===== src/rtl/bin2bcd_seq.sv =====
// Sequential binary-to-BCD converter (double dabble), one input bit per clock.
// Feeds decimal digits of the multiplier product to the seven-segment driver.
module bin2bcd_seq #(
  parameter int N      = 12,
  parameter int DIGITS = 4
) (
  input  logic                  clk,
  input  logic                  clr,
  input  logic                  start,
  input  logic [N-1:0]          bin_in,
  output logic [4*DIGITS-1:0]   bcd_out,
  output logic                  busy,
  output logic                  done,
  output logic                  valid
);

  localparam int BW = 4 * DIGITS;
  localparam int W  = BW + N;
  localparam int CW = $clog2(N + 1);

  localparam longint unsigned MaxBin = (64'd1 << N) - 64'd1;
  localparam longint unsigned MaxDec = 64'(10) ** DIGITS;

  if (MaxDec <= MaxBin) begin : g_bad_digits
    $error("bin2bcd_seq: DIGITS too small for N");
  end

  typedef enum logic {
    IDLE,
    CONV
  } state_t;

  state_t          state_q, state_d;
  logic [BW-1:0]   scr_q, scr_d;
  logic [N-1:0]    bin_q, bin_d;
  logic [CW-1:0]   cnt_q, cnt_d;
  logic [BW-1:0]   bcd_q, bcd_d;
  logic            done_q, done_d;
  logic            valid_q, valid_d;

  logic [BW-1:0]   adj;
  logic [W-1:0]    wr_sh;

  // Add-3 on every nibble >= 5 before the shift; max result 12 fits 4 bits.
  always_comb begin
    adj = scr_q;
    for (int i = 0; i < DIGITS; i++) begin
      if (scr_q[4*i +: 4] >= 4'd5)
        adj[4*i +: 4] = scr_q[4*i +: 4] + 4'd3;
    end
  end

  assign wr_sh = {adj, bin_q} << 1;

  always_comb begin
    state_d = state_q;
    scr_d   = scr_q;
    bin_d   = bin_q;
    cnt_d   = cnt_q;
    bcd_d   = bcd_q;
    done_d  = 1'b0;
    valid_d = valid_q;
    unique case (state_q)
      IDLE: begin
        if (start) begin
          bin_d   = bin_in;
          scr_d   = '0;
          cnt_d   = CW'(N);
          state_d = CONV;
        end
      end
      CONV: begin
        scr_d = wr_sh[W-1:N];
        bin_d = wr_sh[N-1:0];
        cnt_d = cnt_q - CW'(1);
        if (cnt_q == CW'(1)) begin
          bcd_d   = wr_sh[W-1:N];
          done_d  = 1'b1;
          valid_d = 1'b1;
          state_d = IDLE;
        end
      end
      default: state_d = IDLE;
    endcase
  end

  always_ff @(posedge clk or posedge clr) begin
    if (clr) begin
      state_q <= IDLE;
      scr_q   <= '0;
      bin_q   <= '0;
      cnt_q   <= '0;
      bcd_q   <= '0;
      done_q  <= 1'b0;
      valid_q <= 1'b0;
    end else begin
      state_q <= state_d;
      scr_q   <= scr_d;
      bin_q   <= bin_d;
      cnt_q   <= cnt_d;
      bcd_q   <= bcd_d;
      done_q  <= done_d;
      valid_q <= valid_d;
    end
  end

  assign bcd_out = bcd_q;
  assign busy    = (state_q == CONV);
  assign done    = done_q;
  assign valid   = valid_q;

endmodule


===== config.mk =====
export PLATFORM = sky130hd
export DESIGN_NAME = bin2bcd_seq
export DESIGN_NICKNAME = d
export VERILOG_FILES = /design/src/rtl/bin2bcd_seq.sv
export SDC_FILE = /design/constraint.sdc
export NUM_CORES = 1
export LEC_CHECK = 0
export CAP_MARGIN = 20
export CORE_MARGIN = 3
export CORE_UTILIZATION = 26
export CTS_CLUSTER_DIAMETER = 100
export DETAILED_ROUTE_END_ITERATION = 12
export PLACE_DENSITY = 0.42
export SYNTH_ARGS = -nofsm -noshare
export SYNTH_HDL_FRONTEND = slang
export SYNTH_SLANG_ARGS = --single-unit

===== constraint.sdc =====
create_clock -name clk -period 1.4 [get_ports clk]
set_input_delay 0.28 -clock clk [delete_from_list [all_inputs] [get_ports clk]]
set_output_delay 0.28 -clock clk [all_outputs]
set_load 0.05 [all_outputs]

* Word-level counts from Yosys, hierarchy flattened
Cells that the tools add are included.
** Word-level totals
- Register bits :: 51
- Bits in latches :: 0
- RAM bits :: 0
- Memory bits (read-only) :: 0
- Memories kept :: 0
** Operators by class
- Divide/modulo/power cells :: 0
- Add/sub/neg operators :: 5
- Reduce and logical (&&, ||, !) cells :: 1
- Shift-type cells :: 0
- Muxes and demuxes :: 15
- $mul :: 0
- Bitwise gates (word level) :: 1
- Magnitude comparators :: 4
- Equal/unequal tests :: 2
** Operator list (number)
- 16-bit case mux with 2 select lines :: 1
- 12-bit case mux with 2 select lines :: 1
- 4-bit by 3-bit greater-or-equal comparator with 1-bit output (second input constant) :: 4
- 16-bit two-way mux :: 1
- 4-bit two-way mux :: 4
- 4-bit by 2-bit adder with 4-bit output (second input constant) :: 3
- 12-bit two-way mux :: 1
- 4-bit case mux with 2 select lines :: 1
- 4-bit by 1-bit equality test with 1-bit output (second input constant) :: 1
- 1-bit two-way mux :: 4
- 4-bit by 1-bit subtractor with 4-bit output (second input constant) :: 1
- 3-bit by 2-bit adder with 3-bit output (second input constant) :: 1
- 3-bit two-way mux :: 1
- 2-bit != test (second input constant) :: 1
- 1-bit case mux with 2 select lines :: 1
- 2-bit AND reduction :: 1
- 1-bit inverter :: 1

* Logic depth before layout (Yosys ltp)
- Word-level depth :: 3
- Gate-level depth with buffers :: 7
- Depth with buffers taken out :: 6

* Least setup slack after synthesis
OpenSTA, ideal clock, no wires.
- Kind :: reg2reg
- Start :: register state_q (netlist: busy)
- End :: register bcd_q[14] (netlist: bcd_out[14])
- Arrival :: 1.500 ns
- Setup slack :: -0.225 ns
- Cell stages (with the launch flop) :: 6
- Period minus slack after synthesis :: 1.625 ns
- Data required time :: 1.275 ns
- Cells stage by stage :: dfrtp_1 > buf_2 > nand4bb_1 > buf_4 > inv_4 > mux2_2
** On the way
- Longest elaborated chain between the ends :: 1
** RTL lines
- start: declaration :: line 33 : state_t state_q, state_d;
- start signal: assignment :: line 97 : state_q <= state_d;
- 2-bit AND reduction (no line)
- end signal: assignment :: line 93 : bcd_q <= '0;
- end signal: assignment :: line 101 : bcd_q <= bcd_d;
- end: declaration :: line 37 : logic [BW-1:0] bcd_q, bcd_d;
Every way passes these cells.
A chain may end at the register's enable or synchronous reset.

* Worst setup path in the final report
- Start :: register scr_q[4]
- End :: register scr_q[6]
** On the way
- Longest elaborated chain between the ends :: 3
- Elaborated cells between the ends (all ways) :: 4
- Those cells by class :: add/sub: 1; order compare: 1; mux: 2
** RTL lines
- start: declaration :: line 34 : logic [BW-1:0] scr_q, scr_d;
- start signal: assignment :: line 98 : scr_q <= scr_d;
- 4-bit by 2-bit adder with 4-bit output or 4-bit by 3-bit greater-or-equal comparator with 1-bit output (tied branches) :: line 49, 48
- 4-bit two-way mux (*) :: line 48 : if (scr_q[4*i +: 4] >= 4'd5)
- 16-bit case mux with 2 select lines (*) :: line 63 : unique case (state_q)
Mark *: on every way between the ends. The rest lies on a longest branch, timed or not.

==> qor.yml <==
power:
  ir_drop_mv: 0.789
  leakagePower_nw: 1.74
  cellPowerDensity_nw_per_um2: 2430
outcome:
  status: "finished, violations left"
  violations: "negative setup slack"
route:
  remaining_drc_errors: 0
  routed_wl_um: 5480
  vias: 1835
  dr.pass1.iters: 3
  vias_per_cell: 4.27
  drt_iter0_markers: 35
  postRouteAntennaNets: 0
  drt-wirelength-per-cell_um: 12.7
die:
  start_util_pct: 26.9
  ios: 34
  dieArea_um2: 10800
  core-area_um2: 9240
  rows: 35
  fp.dieW_um: 104
  die_h_um: 104
critical_path:
  cp_cell_sequence: "ha_2 -> nand2b_4 -> a21oi_4 -> mux2_4 -> mux2i_1"
  critPathLaunchType: "flop"
  cp.arrival_ps: 1690
  crit_path_max_incr_delay_ps: 430
  crit_type: "flop to flop"
  path_max_fanout: 4
  crit_required_ps: 1640
  cp_slowest_cell: "dfrtp_1"
  endpoint_kind: "flop"
timing:
  clock_skew_ps: 8.77
  grt_setup_unrepaired: "yes"
  finalHoldWorstSlack_ps: 375
  max_slew.worst_pin.slew_ps: 292
  fin_crit_ps: 1450
  relSlewSlack_pct: 80.5
  maxSlewViolCount: 0
  hold_viol_final: 0
  fin_ws_ps: -45.1
  post-route-period-util_pct: 103
  finalSetupTns_ps: -169
  setup_viol: 7
  max_freq_mhz: 692
synth:
  synth_cell_type_count: 31
  syn_avg_cell_area_um2: 10.6
  synth.ff_latch_count: 51
  syn-instance-count: 234
  syn_area_um2: 2480
  synth_enable_flop_cells: 0
  ys.flop_type: "dfrtp_1"
  synth_nets: 259
  yosys_warnings: 0
  synth-async-reset-ratio_pct: 100
  yosysSeqAreaShare_pct: 51.4
global_route:
  grt_max_degree: 52
  grt_pass1_vias: 1822
  antenna_found_initial: 0
  grt_util_all_layers_pct: 10.1
  overflow: 0
  grt_first_pass_wirelength_um: 8980
cts:
  cts_tree: "built"
  clk_pin_slew_ps: 100
  cts-root-buf: "clkbuf_8"
  cts_sinks: 51
  htreeDepth: 2
  cts_buffer_depth: 2
  cts_buffers: 5
  clkLatencyLatePin_ps: 310
placement:
  dpl.hpwl_um: 3580
  pre_cts_slack_ps: -175
  port_buffers: 33
  gp_congestion: 0.733
  dp.cells: 412
layout:
  area_delta_synth_final_pct: 54.1
  instances_no_fill: 430
  fillers: 897
  nets: 325
  antennaDiodeCount: 0
  drive_above_1_share_pct: 37.5
worst_hold_path:
  hold_class: "primary input to asynchronous set/reset pin"
run:
  maxCapViolCount: 0
==> power by group <==
| group | switching (mW) | leakage [nW] | internal, mW |
|---|---|---|---|
| combinational | 2.51 | 1.04 | 2.95 |
| clock | 0.511 | 0.0612 | 0.580 |
| sequential | 0.648 | 0.644 | 2.09 |
| total | 3.67 | 1.74 | 5.63 |
==> metal layers <==
metal  routed length [um]  part of all wire, %  vias to the layer above  GRT usage (%)
met1                 2820                   51                      868           14.2
met2                 2400                   44                       33           15.5
met3                  205                  3.7                        7           2.43
met5                    0                    0                        -              0
li1                     -                    -                      927              -
met4                   51                 0.93                        0           2.85
==> synth_stat cells, types with 2 or more instances <==
master / n / area share (%)
o31ai_1: 2 / 0.60
dfrtp_1: 51 / 51
nand2b_1: 16 / 4.0
nand2_1: 31 / 4.7
a21oi_1: 10 / 2.0
ha_1: 10 / 5.0
inv_1: 12 / 1.8
a21o_1: 2 / 0.60
a31oi_1: 2 / 0.50
o21ai_1: 5 / 1.0
clkbuf_1: 2 / 0.30
o21ai_0: 22 / 4.4
buf_2: 8 / 1.6
mux2i_1: 25 / 10
mux2_2: 4 / 1.8
nor2_1: 6 / 0.91
nor3b_1: 9 / 2.7
xnor2_1: 4 / 1.4
==> metrics by stage <==
stage	area (um^2)	util, %	power [mW]
after floorplan	2530	-	5.29
after global placement	3370	36.5	7.26
after detailed placement	3370	36.5	7.30
after CTS	3630	39.3	8.91
after global routing	3820	41.4	9.96
final	3820	41.4	9.30
==> area by class of cell <==
class	instances	area (um^2)	share of cell area, %
inverter	13	57.6	1.50
tap	129	161	4.22
clock inverter	2	35.0	0.916
multi-input combinational	158	1330	34.9
clock buffer	6	82.6	2.16
sequential	51	1280	33.4
timing repair buffer	71	876	22.9
==> cells in the final DEF (no fill, tap or decap), types with 9 or more instances in the layout <==
master            n
dfrtp_1          49
o21ai_0          16
clkdlybuf4s50_1  14
buf_12           22
nand2_1          31
o21ai_1           9
mux2i_1          23
nand2b_1         13
buf_4            30
inv_2             9
==> final timing paths <==
kind                       slack (ps)  endpoint  depth (start not counted)      from
min                               370  scr_q[0]                          3       clr
max                               -50  scr_q[6]                          5  scr_q[4]
max reg2reg                       -50  scr_q[6]                          5  scr_q[4]
min in group clk                  490  bin_q[3]                          2  bin_q[2]
min reg2reg                       490  bin_q[3]                          2  bin_q[2]
max in group asynchronous         760  scr_q[8]                          3       clr
==> sequential cells by signal, indices dropped and copies added (netlist names) <==
| register | flops |
|---|---|
| bcd_out | 16 |
| valid | 1 |
| bin_q | 12 |
| done | 1 |
| cnt_q | 4 |
| scr_q | 16 |
| busy | 1 |
==> worst max-delay path: cells and delay by family, from the launching register on <==
kind | cells | cell delay (ps)
AOI/OAI and AO/OA | 1 | 170
and+or+nand+nor | 1 | 140
DFF | 1 | 430
muxes | 2 | 460
adders and majority gates | 1 | 180
==> kinds of logic (layout without fill, tap and decap cells) <==
group	Yosys count	count (layout)	synth area share [%]
multiplexers	30	30	12.5
adder cells (fa/ha/maj)	10	10	5.04
XOR/XNOR	4	4	1.41
flip-flops	51	51	51.4
buffers and inverters	25	92	4.74
AO/OA/AOI/OAI	48	48	11.3
AND/OR/NAND/NOR	66	66	13.6
==> timing repair <==
item,in CTS,in global routing
resized for setup,24,31
buffers inserted,4,5
pin swaps,9,6
setup endpoints to repair,26,25
hold buffers,0,0
gates cloned,0,1
(Power assumes the default switching activity.)
